<file path="src/rtl/fetch_pkg.sv">
// Shared widths, reset address and types for the instruction prefetch buffer.
package fetch_pkg;

    localparam int                      FETCH_PC_W     = 64;
    localparam int                      FETCH_INSTR_W  = 32;
    localparam logic [FETCH_PC_W-1:0]   FETCH_RESET_PC = 64'h0;

    typedef enum logic {
        FETCH = 1'b0,
        DRAIN = 1'b1
    } fetch_state_t;

    typedef struct packed {
        logic [FETCH_INSTR_W-1:0] instr;
        logic [FETCH_PC_W-1:0]    pc;
    } fetch_entry_t;

endpackage

</file>
<file path="src/rtl/fetch_fifo.sv">
// Synchronous FIFO of fetched {instr, pc} entries; flush wins over push and pop,
// and a push into a full FIFO is accepted when a pop happens in the same cycle.
module fetch_fifo
    import fetch_pkg::*;
#(
    parameter int  DEPTH   = 4,
    parameter type entry_t = fetch_entry_t
) (
    input  logic                   clk,
    input  logic                   rst_ni,
    input  logic                   flush_i,
    input  logic                   push_i,
    input  entry_t                 push_data_i,
    input  logic                   pop_i,
    output entry_t                 head_o,
    output logic                   full_o,
    output logic                   empty_o,
    output logic [$clog2(DEPTH):0] count_o
);

    localparam int PTR_W = $clog2(DEPTH);
    localparam int CNT_W = PTR_W + 1;

    entry_t           mem_q [DEPTH];
    logic [PTR_W-1:0] rd_ptr_q, rd_ptr_d;
    logic [PTR_W-1:0] wr_ptr_q, wr_ptr_d;
    logic [CNT_W-1:0] count_q, count_d;
    logic             do_push, do_pop;

    assign full_o  = (count_q == CNT_W'(DEPTH));
    assign empty_o = (count_q == '0);
    assign count_o = count_q;
    assign head_o  = mem_q[rd_ptr_q];
    assign do_pop  = pop_i && !empty_o;
    assign do_push = push_i && (!full_o || do_pop);

    always_comb begin
        // NOTE: every always_comb output gets a default first so no path can infer a latch.
        rd_ptr_d = rd_ptr_q;
        wr_ptr_d = wr_ptr_q;
        count_d  = count_q;
        if (flush_i) begin
            rd_ptr_d = '0;
            wr_ptr_d = '0;
            count_d  = '0;
        end else begin
            if (do_push) wr_ptr_d = wr_ptr_q + 1'b1;
            if (do_pop)  rd_ptr_d = rd_ptr_q + 1'b1;
            count_d = count_q + CNT_W'(do_push) - CNT_W'(do_pop);
        end
    end

    // NOTE: state flops use non-blocking assignments so every flop samples pre-edge values.
    always_ff @(posedge clk) begin
        if (!rst_ni) begin
            rd_ptr_q <= '0;
            wr_ptr_q <= '0;
            count_q  <= '0;
        end else begin
            rd_ptr_q <= rd_ptr_d;
            wr_ptr_q <= wr_ptr_d;
            count_q  <= count_d;
        end
    end

    // NOTE: storage is deliberately not reset; an entry is never presented before it is written.
    always_ff @(posedge clk) begin
        if (do_push && !flush_i) mem_q[wr_ptr_q] <= push_data_i;
    end

endmodule

</file>
<file path="src/rtl/fetch_buffer.sv">
// Instruction prefetch unit: credit-limited sequential fetch into a FIFO, redirect flush
// with stale-response draining. Define FETCH_BYPASS_EN for a 0-cycle empty-FIFO bypass.
module fetch_buffer
    import fetch_pkg::*;
#(
    parameter int              DEPTH    = 4,
    parameter int              PC_W     = FETCH_PC_W,
    parameter int              INSTR_W  = FETCH_INSTR_W,
    parameter logic [PC_W-1:0] RESET_PC = PC_W'(FETCH_RESET_PC)
) (
    input  logic               clk,
    input  logic               reset,
    input  logic               redirect,
    input  logic [PC_W-1:0]    redirect_pc,
    input  logic               stall,
    output logic               imem_req_valid,
    input  logic               imem_req_ready,
    output logic [PC_W-1:0]    imem_req_addr,
    input  logic               imem_rsp_valid,
    input  logic [INSTR_W-1:0] imem_rsp_data,
    output logic               instr_valid,
    output logic [INSTR_W-1:0] instr,
    output logic [PC_W-1:0]    instr_pc
);

    localparam int CNT_W = $clog2(DEPTH) + 1;
    localparam int SUM_W = CNT_W + 1;

    typedef struct packed {
        logic [INSTR_W-1:0] instr;
        logic [PC_W-1:0]    pc;
    } entry_t;

    fetch_state_t     state_q, state_d;
    logic [PC_W-1:0]  fetch_pc_q, fetch_pc_d;
    logic [PC_W-1:0]  resp_pc_q, resp_pc_d;
    logic [CNT_W-1:0] outstanding_q, outstanding_d;
    logic [CNT_W-1:0] discard_q, discard_d;

    logic [PC_W-1:0]  target_pc;
    logic [CNT_W-1:0] occupancy;
    logic             accept, rsp_ok, keep, bypass;
    logic             fifo_push, fifo_pop, fifo_empty, fifo_full;
    entry_t           fifo_head;
    logic             unused_pc_bits;

    assign target_pc      = {redirect_pc[PC_W-1:2], 2'b00};
    assign unused_pc_bits = ^redirect_pc[1:0];

    assign imem_req_valid = reset && (state_q == FETCH) &&
                            ((SUM_W'(occupancy) + SUM_W'(outstanding_q)) < SUM_W'(DEPTH));
    assign imem_req_addr  = fetch_pc_q;
    assign accept         = imem_req_valid && imem_req_ready;

    // A response with nothing outstanding is a protocol error and is otherwise ignored.
    assign rsp_ok = imem_rsp_valid && (outstanding_q != '0);
    assign keep   = rsp_ok && !redirect && (discard_q == '0);

`ifdef FETCH_BYPASS_EN
    assign bypass = fifo_empty && (state_q == FETCH) && (discard_q == '0) && rsp_ok;
`else
    assign bypass = 1'b0;
`endif

    assign instr_valid = !redirect && (!fifo_empty || bypass);
    assign fifo_pop    = instr_valid && !stall;
    assign fifo_push   = keep && !(bypass && !stall);

    always_comb begin
        instr    = '0;
        instr_pc = '0;
        if (instr_valid) begin
            if (fifo_empty) begin
                instr    = imem_rsp_data;
                instr_pc = resp_pc_q;
            end else begin
                instr    = fifo_head.instr;
                instr_pc = fifo_head.pc;
            end
        end
    end

    always_comb begin
        outstanding_d = outstanding_q + CNT_W'(accept) - CNT_W'(rsp_ok);
        fetch_pc_d    = accept ? fetch_pc_q + PC_W'(4) : fetch_pc_q;
        resp_pc_d     = keep ? resp_pc_q + PC_W'(4) : resp_pc_q;
        discard_d     = (rsp_ok && discard_q != '0) ? discard_q - 1'b1 : discard_q;
        state_d       = state_q;
        if (redirect) begin
            // Everything still in flight after this edge belongs to the old path.
            fetch_pc_d = target_pc;
            resp_pc_d  = target_pc;
            discard_d  = outstanding_d;
            state_d    = (outstanding_d != '0) ? DRAIN : FETCH;
        end else if (state_q == DRAIN && discard_d == '0) begin
            state_d = FETCH;
        end
    end

    always_ff @(posedge clk) begin
        if (!reset) begin
            state_q       <= FETCH;
            fetch_pc_q    <= RESET_PC;
            resp_pc_q     <= RESET_PC;
            outstanding_q <= '0;
            discard_q     <= '0;
        end else begin
            state_q       <= state_d;
            fetch_pc_q    <= fetch_pc_d;
            resp_pc_q     <= resp_pc_d;
            outstanding_q <= outstanding_d;
            discard_q     <= discard_d;
        end
    end

    fetch_fifo #(
        .DEPTH   (DEPTH),
        .entry_t (entry_t)
    ) u_fifo (
        .clk         (clk),
        .rst_ni      (reset),
        .flush_i     (redirect),
        .push_i      (fifo_push),
        .push_data_i ({imem_rsp_data, resp_pc_q}),
        .pop_i       (fifo_pop),
        .head_o      (fifo_head),
        .full_o      (fifo_full),
        .empty_o     (fifo_empty),
        .count_o     (occupancy)
    );

    a_rsp_has_request: assert property (@(posedge clk) disable iff (!reset)
        imem_rsp_valid |-> (outstanding_q != '0));

    a_no_overflow: assert property (@(posedge clk) disable iff (!reset)
        (fifo_push && fifo_full) |-> fifo_pop);

endmodule

</file>
<file path="config.mk">
export PLATFORM = sky130hd
export DESIGN_NAME = fetch_buffer
export DESIGN_NICKNAME = d
export VERILOG_FILES = /design/src/rtl/fetch_pkg.sv /design/src/rtl/fetch_fifo.sv /design/src/rtl/fetch_buffer.sv
export SDC_FILE = /design/constraint.sdc
export NUM_CORES = 1
export LEC_CHECK = 0
export CAP_MARGIN = 10
export CORE_MARGIN = 5
export CORE_UTILIZATION = 35
export CTS_CLUSTER_SIZE = 10
export DETAILED_ROUTE_END_ITERATION = 10
export SYNTH_ARGS = -nofsm -noshare
export SYNTH_HDL_FRONTEND = slang
export SYNTH_SLANG_ARGS = --single-unit
</file>
<file path="constraint.sdc">
create_clock -name clk -period 6.15 [get_ports clk]
set_input_delay 1.5375 -clock clk [delete_from_list [all_inputs] [get_ports clk]]
set_output_delay 1.5375 -clock clk [all_outputs]
set_load 0.03 [all_outputs]
</file>
### Word-level counts from Yosys, hierarchy flattened

Memory sizes are Yosys's and may differ from the RTL's. A register that Yosys moved wholly into a read port is not among the register bits.
Cells that the tools add are included.

* bitwise gates (word level): 2
* reductions and logical operators: 28
* shifts and indexed selects: 0
* multiplexer cells: 17
* add/sub/neg operators: 10
* $lt $le $gt $ge: 1
* equal/unequal tests: 1
* divide/modulo/power cells: 0
* multiply operators: 0

Operators with widths (number)
* $mux W64: 6
* $add A64 B3 Y64 const B: 2
* $mux W32: 2
* $logic_and A1 B1 Y1: 13
* $logic_not A3 Y1: 3
* $reduce_bool A3 Y1: 3
* $add A3 B1 Y3: 2
* $mux W3: 2
* $reduce_bool A2 Y1: 3
* $sub A3 B1 Y3: 2
* $mux W1: 5
* $add A2 B1 Y2 const B: 2
* $add A3 B3 Y4: 1
* $logic_not A1 Y1: 4
* $lt A4 B3 Y1 const B: 1
* $mux W2: 2
* $eq A3 B3 Y1 const B: 1
* $sub A3 B1 Y3 const B: 1
* $not A1 Y1: 2
* $reduce_or A2 Y1: 1
* $logic_or A1 B1 Y1: 1

* memories kept: 1
* latch bits: 0
* flip-flop bits (word level): 142
* bits in writable memories: 384
* ROM bits: 0
* logic and storage cells: 70
* input bits: 102

Memories
* u_fifo.mem_q: depth 4, width 96, rd ports 1, clocked after Yosys merged registers in 1, wr ports 1, RTL line fetch_fifo.sv:24 `entry_t mem_q [DEPTH];`

### Longest topological paths before layout

Gate-level depths: netlist of the first run.

* depth after elaboration: 10
* gate-level depth with buffers: 14
* gate-level depth less buffers: 12

### Cells and area by module

A second synthesis of the first run with hierarchy kept.

* cells, all modules: 1608
* area, all modules: 22571.6 um^2

By module, submodules not included
* fetch_fifo: seq. area each 11711.2 um^2, cells each 554, area an instance 14346.3 um^2, times used 1
* fetch_buffer: seq. area each 2622.5 um^2, cells each 1054, area an instance 8225.4 um^2, times used 1

### Worst setup path before layout of the first run

OpenSTA, ideal clock, no wires.

* path type: input -> register
* start point: input imem_rsp_valid
* end point: memory u_fifo.mem_q[0][10] (netlist bit) (enable)
* buffers on the path: 1
* stages: 6
* setup time: 463 ps
* arrival time: 4771 ps
* path slack: 916 ps
* cell sequence: o31ai_1 inv_1 nand2_1 clkbuf_1 a311oi_2 and2_1

* cells in the longest elaborated chain, start to end: 7

RTL lines
* start: declaration: RTL line fetch_buffer.sv:19 `input logic imem_rsp_valid,`
* $logic_and A1 B1 Y1: RTL line fetch_buffer.sv:56 `assign rsp_ok = imem_rsp_valid && (outstanding_q != '0);`
* $logic_and A1 B1 Y1 (2 in a row): RTL line fetch_buffer.sv:57 `assign keep = rsp_ok && !redirect && (discard_q == '0);`
* $logic_and A1 B1 Y1: RTL line fetch_fifo.sv:35 `assign do_push = push_i && (!full_o || do_pop);`
* $logic_and A1 B1 Y1: RTL line fetch_fifo.sv:68 `if (do_push && !flush_i) mem_q[wr_ptr_q] <= push_data_i;`
* $mux W1: RTL line fetch_fifo.sv:68
* $mux W1 (implied by the code): RTL line fetch_fifo.sv:68
* end: declaration: RTL line fetch_fifo.sv:24

Every way passes these cells.

### Worst setup path in the final report of the first run

* start point: input redirect
* end point: output instr_pc[44]

* cells in the longest elaborated chain, start to end: 3

RTL lines
* start: declaration: RTL line fetch_buffer.sv:13 `input logic redirect,`
* $logic_not A1 Y1: RTL line fetch_buffer.sv:65 `assign instr_valid = !redirect && (!fifo_empty || bypass);`
* $logic_and A1 B1 Y1: RTL line fetch_buffer.sv:65
* $mux W64: RTL line fetch_buffer.sv:72 `if (instr_valid) begin`
* end: declaration: RTL line fetch_buffer.sv:23 `output logic [PC_W-1:0] instr_pc`

Every way passes these cells.

==> impl_metrics.ini, run 1 <==
[status]
status = finished clean

[synthesis]
synth-seq-cells = 516
postSynthCellCount = 1620
synth_largest_area_cell = edfxtp_1
synthDistinctLibCells = 67
synth_area_leaders = edfxtp_1, dfxtp_1, mux4_2
netlist.area_leader.share_pct = 50.48
synth_warnings = 0
yosys.area_share.simple_pct = 15.15
ys_seq_area_share_pct = 63.00
synth_most_common_cell = edfxtp_1
synthTopCellsByCount = edfxtp_1, dfxtp_1, and2_1
synth.mux.area_fraction_pct = 9.554
synth-async-reset-ratio_pct = 0
avgSynthCellArea_um2 = 13.81
synth_fa_ha_area_share_pct = 0.9621
synth-edff-count = 376
synth_top_family_by_area = simple AND/OR/NAND/NOR gates
synth_compound_gate_area_share_pct = 6.707
syn_area_mm2 = 0.02237
synth_xor_area_share_pct = 2.271
synth_ff_type = edfxtp_1

[drt]
drt-initial-drc-count = 1424
drt_wl_total_um = 62810
drt-vias-per-instance = 5.471
drc = 0
dr.pass1.iters = 5
wire_per_inst_um = 22.72
ant_nets = 0
vias = 15130

[global_routing]
antenna_found_initial = 0
met1_usage_pct = 24.36
top_usage_layer = met2
grt_pass1_wl_um = 94360
first_global_vias = 14990
grt_max_degree = 95
grt_overflow = 0
met3_usage_pct = 3.726
grt_use_total_pct = 17.49
grtUsageMet2_pct = 28.24

[worst_setup_path]
crit_start = redirect
rrSetupSlack_ns = 3.01
worstSetupEndpoint = instr_pc[44]
ff2ff_path_depth = 10
cp.arrival_ns = 3.48
slowest_stage = clkdlybuf4s50_1
worstSetupStartpointType = input port
cp.required_ns = 4.61
r2r_start = outstanding_q[0]$_SDFF_PN0_
path_cells = buf_4, nor2_4, buf_12, and2_1, clkdlybuf4s50_1
worst_path_largest_cell_delay_ns = 0.69
crit_type = input port to output port
cp_max_fo = 64
reg2reg_to = discard_q[2]$_SDFF_PN0_
worstSetupEndpointType = output port

[clock_network]
cts_hold_buf = 0
cts.sinks = 516
cts_buffers = 58
htree_levels = 2
root_buffer = clkbuf_16
cts.repair.resized = 0
clock_latency_ns = 0.61
clockBufferDepth = 3
postCtsSetupRepairBufs = 0
cts.clk_slew.worst_paths_ns = 0.05
cts_tree = yes

[place]
placed_cells = 2654
place_congestion = 0.8491
port_buffers = 257
dp_hpwl_um = 42230

[sta]
finalSetupViolCount = 0
max_freq_mhz = 199.5
slew_headroom_pct = 29.90
period_share_pct = 81.52
maxSlewViolCount = 0
worstMarginPinSlew_ns = 1.051
rsz0062_at_grt = no
hold_viol = 0
post-route-min-period_ns = 5.013
worst_clock_skew_ns = 0.01531
tns_ns = 0

[die]
ios = 264
core-area_mm2 = 0.06320
die_h_um = 262.8
die_w_um = 262.8
start_util_pct = 35.40
dieArea_mm2 = 0.06907
placementRows = 92

[run]
drv_cap = 0

[finish]
drive_above_1_share_pct = 11.37
layout.cells.non_filler = 2765
fin_nets = 1986
syn_to_final_growth_pct = 23.61
fill_cells = 5650

[hold_path]
hold_path_class = flop to flop

[power]
ir_worst_vdd_mv = 0.2005
power.density_mw_per_mm2 = 290.7
p_leak_nw = 8.669
==> kinds of logic (layout without fill, tap and decap cells) <==
family | after synthesis | in the layout
simple gates | 578 | 578
flops | 516 | 516
compound gates | 237 | 237
buf+inv | 118 | 413
mux | 96 | 96
xor+xnor | 58 | 58
fa+ha+maj | 16 | 16
other cells | 1 | 5
==> through the flow <==
stage          area (um2)  util [%]  hold WS (ns)  power (mW)  setup WS [ns]
3_5_place_dp        25930     41.03        0.4796       4.937          1.087
5_1_grt             27650     43.75        0.5016       8.349         0.9933
6_report            27650     43.75        0.4882       8.038          1.137
2_1_floorplan       22380         -        0.4456       4.548         0.9157
3_3_place_gp        25930     41.03        0.4755       4.914          1.152
4_1_cts             27650     43.75        0.4892       8.131          1.083
==> layout by cell type, fill, tap and decap left out, types with 6 or more instances in the layout <==
| master | count |
|---|---|
| clkbuf_1 | 47 |
| clkdlybuf4s50_1 | 255 |
| inv_1 | 17 |
| nor4b_1 | 10 |
| clkbuf_16 | 61 |
| a31oi_1 | 15 |
| edfxtp_1 | 376 |
| nand4_1 | 39 |
| a21oi_1 | 55 |
| a311oi_1 | 18 |
| nor2b_1 | 14 |
| buf_4 | 17 |
| nor2_1 | 56 |
| buf_12 | 11 |
| ha_1 | 14 |
| nor3b_1 | 8 |
| and3_1 | 34 |
| mux4_2 | 94 |
| or3_1 | 16 |
| xor2_1 | 17 |
| nand3_1 | 49 |
| nand2_1 | 79 |
| and4_1 | 31 |
| xnor2_1 | 41 |
| nor3_1 | 45 |
| o21ai_0 | 69 |
| a21o_1 | 6 |
| and2_1 | 110 |
| o31ai_1 | 16 |
| dfxtp_1 | 138 |
| nor4_1 | 38 |
| a211oi_1 | 39 |
| or4_1 | 14 |
==> layer usage <==
metal / vias up / part of all wire [%]
met5: - / 0
met4: 0 / 2.2
met3: 84 / 7.6
met2: 592 / 47
met1: 7603 / 43
li1: 6849 / -
==> worst min-delay path by stage <==
stage	start	end	slack, ns	cells after the start
after floorplan	state_q$_SDFFE_PN0P_	state_q$_SDFFE_PN0P_	0.45	2
after global placement	state_q$_SDFFE_PN0P_	state_q$_SDFFE_PN0P_	0.48	2
after detailed placement	state_q$_SDFFE_PN0P_	state_q$_SDFFE_PN0P_	0.48	2
after CTS	state_q$_SDFFE_PN0P_	state_q$_SDFFE_PN0P_	0.49	2
after global routing	state_q$_SDFFE_PN0P_	state_q$_SDFFE_PN0P_	0.50	2
final	state_q$_SDFFE_PN0P_	state_q$_SDFFE_PN0P_	0.49	2
==> sequential cells by signal, summed over array words and instances, names as in the netlist, named ones only <==
register	flops
outstanding_q	3
discard_q	3
resp_pc_q	62
u_fifo.count_o	3
imem_req_addr	62
u_fifo.mem_q	376
u_fifo.wr_ptr_q	2
state_q	1
u_fifo.rd_ptr_q	2
==> area by class of cell <==
type	instances	area, um2	share of cell area, %
well taps	846	1059	3.828
inverters	19	73.82	0.2670
multi-input cells	989	7787	28.16
diodes	1	2.502	0.009050
clock inverters	1	5.005	0.01810
clock buffers	109	1717	6.208
flip-flops and latches	516	14100	51.00
repair buffers	284	2905	10.51
==> where the power goes <==
part           internal (mW)  switching, mW  total, mW
Clock                   1.85           1.32       3.17
Combinational          0.349          0.480      0.829
Sequential              3.89          0.143       4.03
Total                   6.09           1.95       8.04
==> worst max-delay path, delay by kind of cell <==
family,cells,cell delay (ns)
buffers and inverters,3,1.11
AND/OR/NAND/NOR,2,0.77
No activity file was read; power rests on OpenSTA's default activity.
==> run 2: changes to the inputs <==
Clock period 6.15 ns to 4.7 ns, I/O delays scaled along.
==> impl_metrics.ini, run 2 (same netlist as run 1, synthesis figures left out) <==
[finish]
largest_reg_flops = 376
layout_common_cells = edfxtp_1, clkdlybuf4s50_1, dfxtp_1
fin_area_mm2 = 0.02791
syn_to_final_growth_pct = 24.77
fin_nets = 2003
fin_util_pct = 44.17
layout_commonest_cell = edfxtp_1
top_register = u_fifo.mem_q
drive_above_1_share_pct = 12.35
layout.cells.non_filler = 2774

[place]
placed_cells = 2670
place_congestion = 0.8493
port_buffers = 257
dp_hpwl_um = 42260
placed_area_mm2 = 0.02614

[hold_path]
hold_path_depth = 2
hold_path_class = flop to flop

[sta]
slew_headroom_pct = 23.53
max_freq_mhz = 239.6
post-route-min-period_ns = 4.173
period_share_pct = 88.79
tns_ns = 0
worstMarginPinSlew_ns = 1.138
finalSetupViolCount = 0
maxSlewViolCount = 0
worst_clock_skew_ns = 0.02796
hold_viol = 0
rsz0062_at_grt = no

[global_routing]
antenna_found_initial = 4
grt_use_total_pct = 17.41
grt_overflow = 0
first_global_vias = 15260
grt_max_degree = 96
grt_pass1_wl_um = 95000

[worst_setup_path]
critical_path_buf_inv_count = 2
cp_num_cells = 4
crit_type = flop to output port
cpLargestDelayFamily = buffers and inverters
cp.arrival_ns = 3.00
path_cells = buf_4, mux4_2, and2_1, clkdlybuf4s50_1
worst_path_largest_cell_delay_ns = 0.75
cp_max_fo = 34
worstSetupStartpointType = flop
slowest_stage = dfxtp_4
worstSetupEndpointType = output port
ff2ff_path_depth = 10
cp.required_ns = 3.52

[die]
placementRows = 92
ios = 264
die_w_um = 262.8
start_util_pct = 35.40
dieArea_mm2 = 0.06907
die_h_um = 262.8
core-area_mm2 = 0.06320

[clock_network]
cts_hold_buf = 0
cts.clk_slew.worst_paths_ns = 0.06
clock_latency_ns = 0.61
cts.sinks = 516
cts.repair.resized = 0
root_buffer = clkbuf_16
clockBufferDepth = 3
htree_levels = 2
cts_buffers = 59
cts_tree = yes
postCtsSetupRepairBufs = 0

[power]
power.density_mw_per_mm2 = 380.7
ir_worst_vdd_mv = 0.2475
p_leak_nw = 8.796

[drt]
dr.pass1.iters = 6
drc = 0
drt-initial-drc-count = 1328
wire_per_inst_um = 22.40
vias = 15130
ant_nets = 0
drt_wl_total_um = 62120
drt-vias-per-instance = 5.454

[run]
drv_cap = 0

[status]
status = finished clean
## run 2: worst paths after layout
path	slack [ns]	startpoint	endpoint
max reg2reg	1.61	outstanding_q[0]$_SDFF_PN0_	discard_q[2]$_SDFF_PN0_
max	0.53	flop	instr_pc[43]
min	0.50	state_q$_SDFFE_PN0P_	state_q$_SDFFE_PN0P_
min reg2reg	0.50	state_q$_SDFFE_PN0P_	state_q$_SDFFE_PN0P_
## run 2: where the power goes
group	switching [mW]	total, mW	internal [mW]
Clock	1.74	4.25	2.50
Combinational	0.631	1.10	0.472
Sequential	0.185	5.28	5.09
Total	2.56	10.6	8.07
## run 2: final cells by class
class	instances	area [um2]
fill	5654	35290
antenna	1	2.502
sequential	516	14100
inverter	19	73.82
multi-input combinational	989	7794
timing repair buffer	300	3113
clock buffer	99	1710
tap	846	1059
clock inverter	4	57.56
## run 2: metal layers
layer / global-route usage [%] / up-vias / share of wire, %
li1: - / 6869 / -
met1: 24.77 / 7644 / 45
met2: 27.78 / 524 / 46
met3: 3.661 / 91 / 7.1
met4: 3.773 / 2 / 1.9
met5: 0 / - / 0.023
## run 2: through the flow
step           power (mW)  worst slack (ns)  hold WS [ns]
3_5_place_dp        6.474            0.7106        0.4843
6_report            10.63            0.5271        0.4970
3_3_place_gp        6.447            0.7619        0.4806
2_1_floorplan       5.945            0.8459        0.4456
5_1_grt             11.03            0.3814        0.5305
4_1_cts             10.73            0.4286        0.4956
## run 2: tightest hold or removal path: stages (launching register included)
cell and delay, ns:
dfxtp_1 0.32, nand3_1 0.07, a21oi_1 0.06
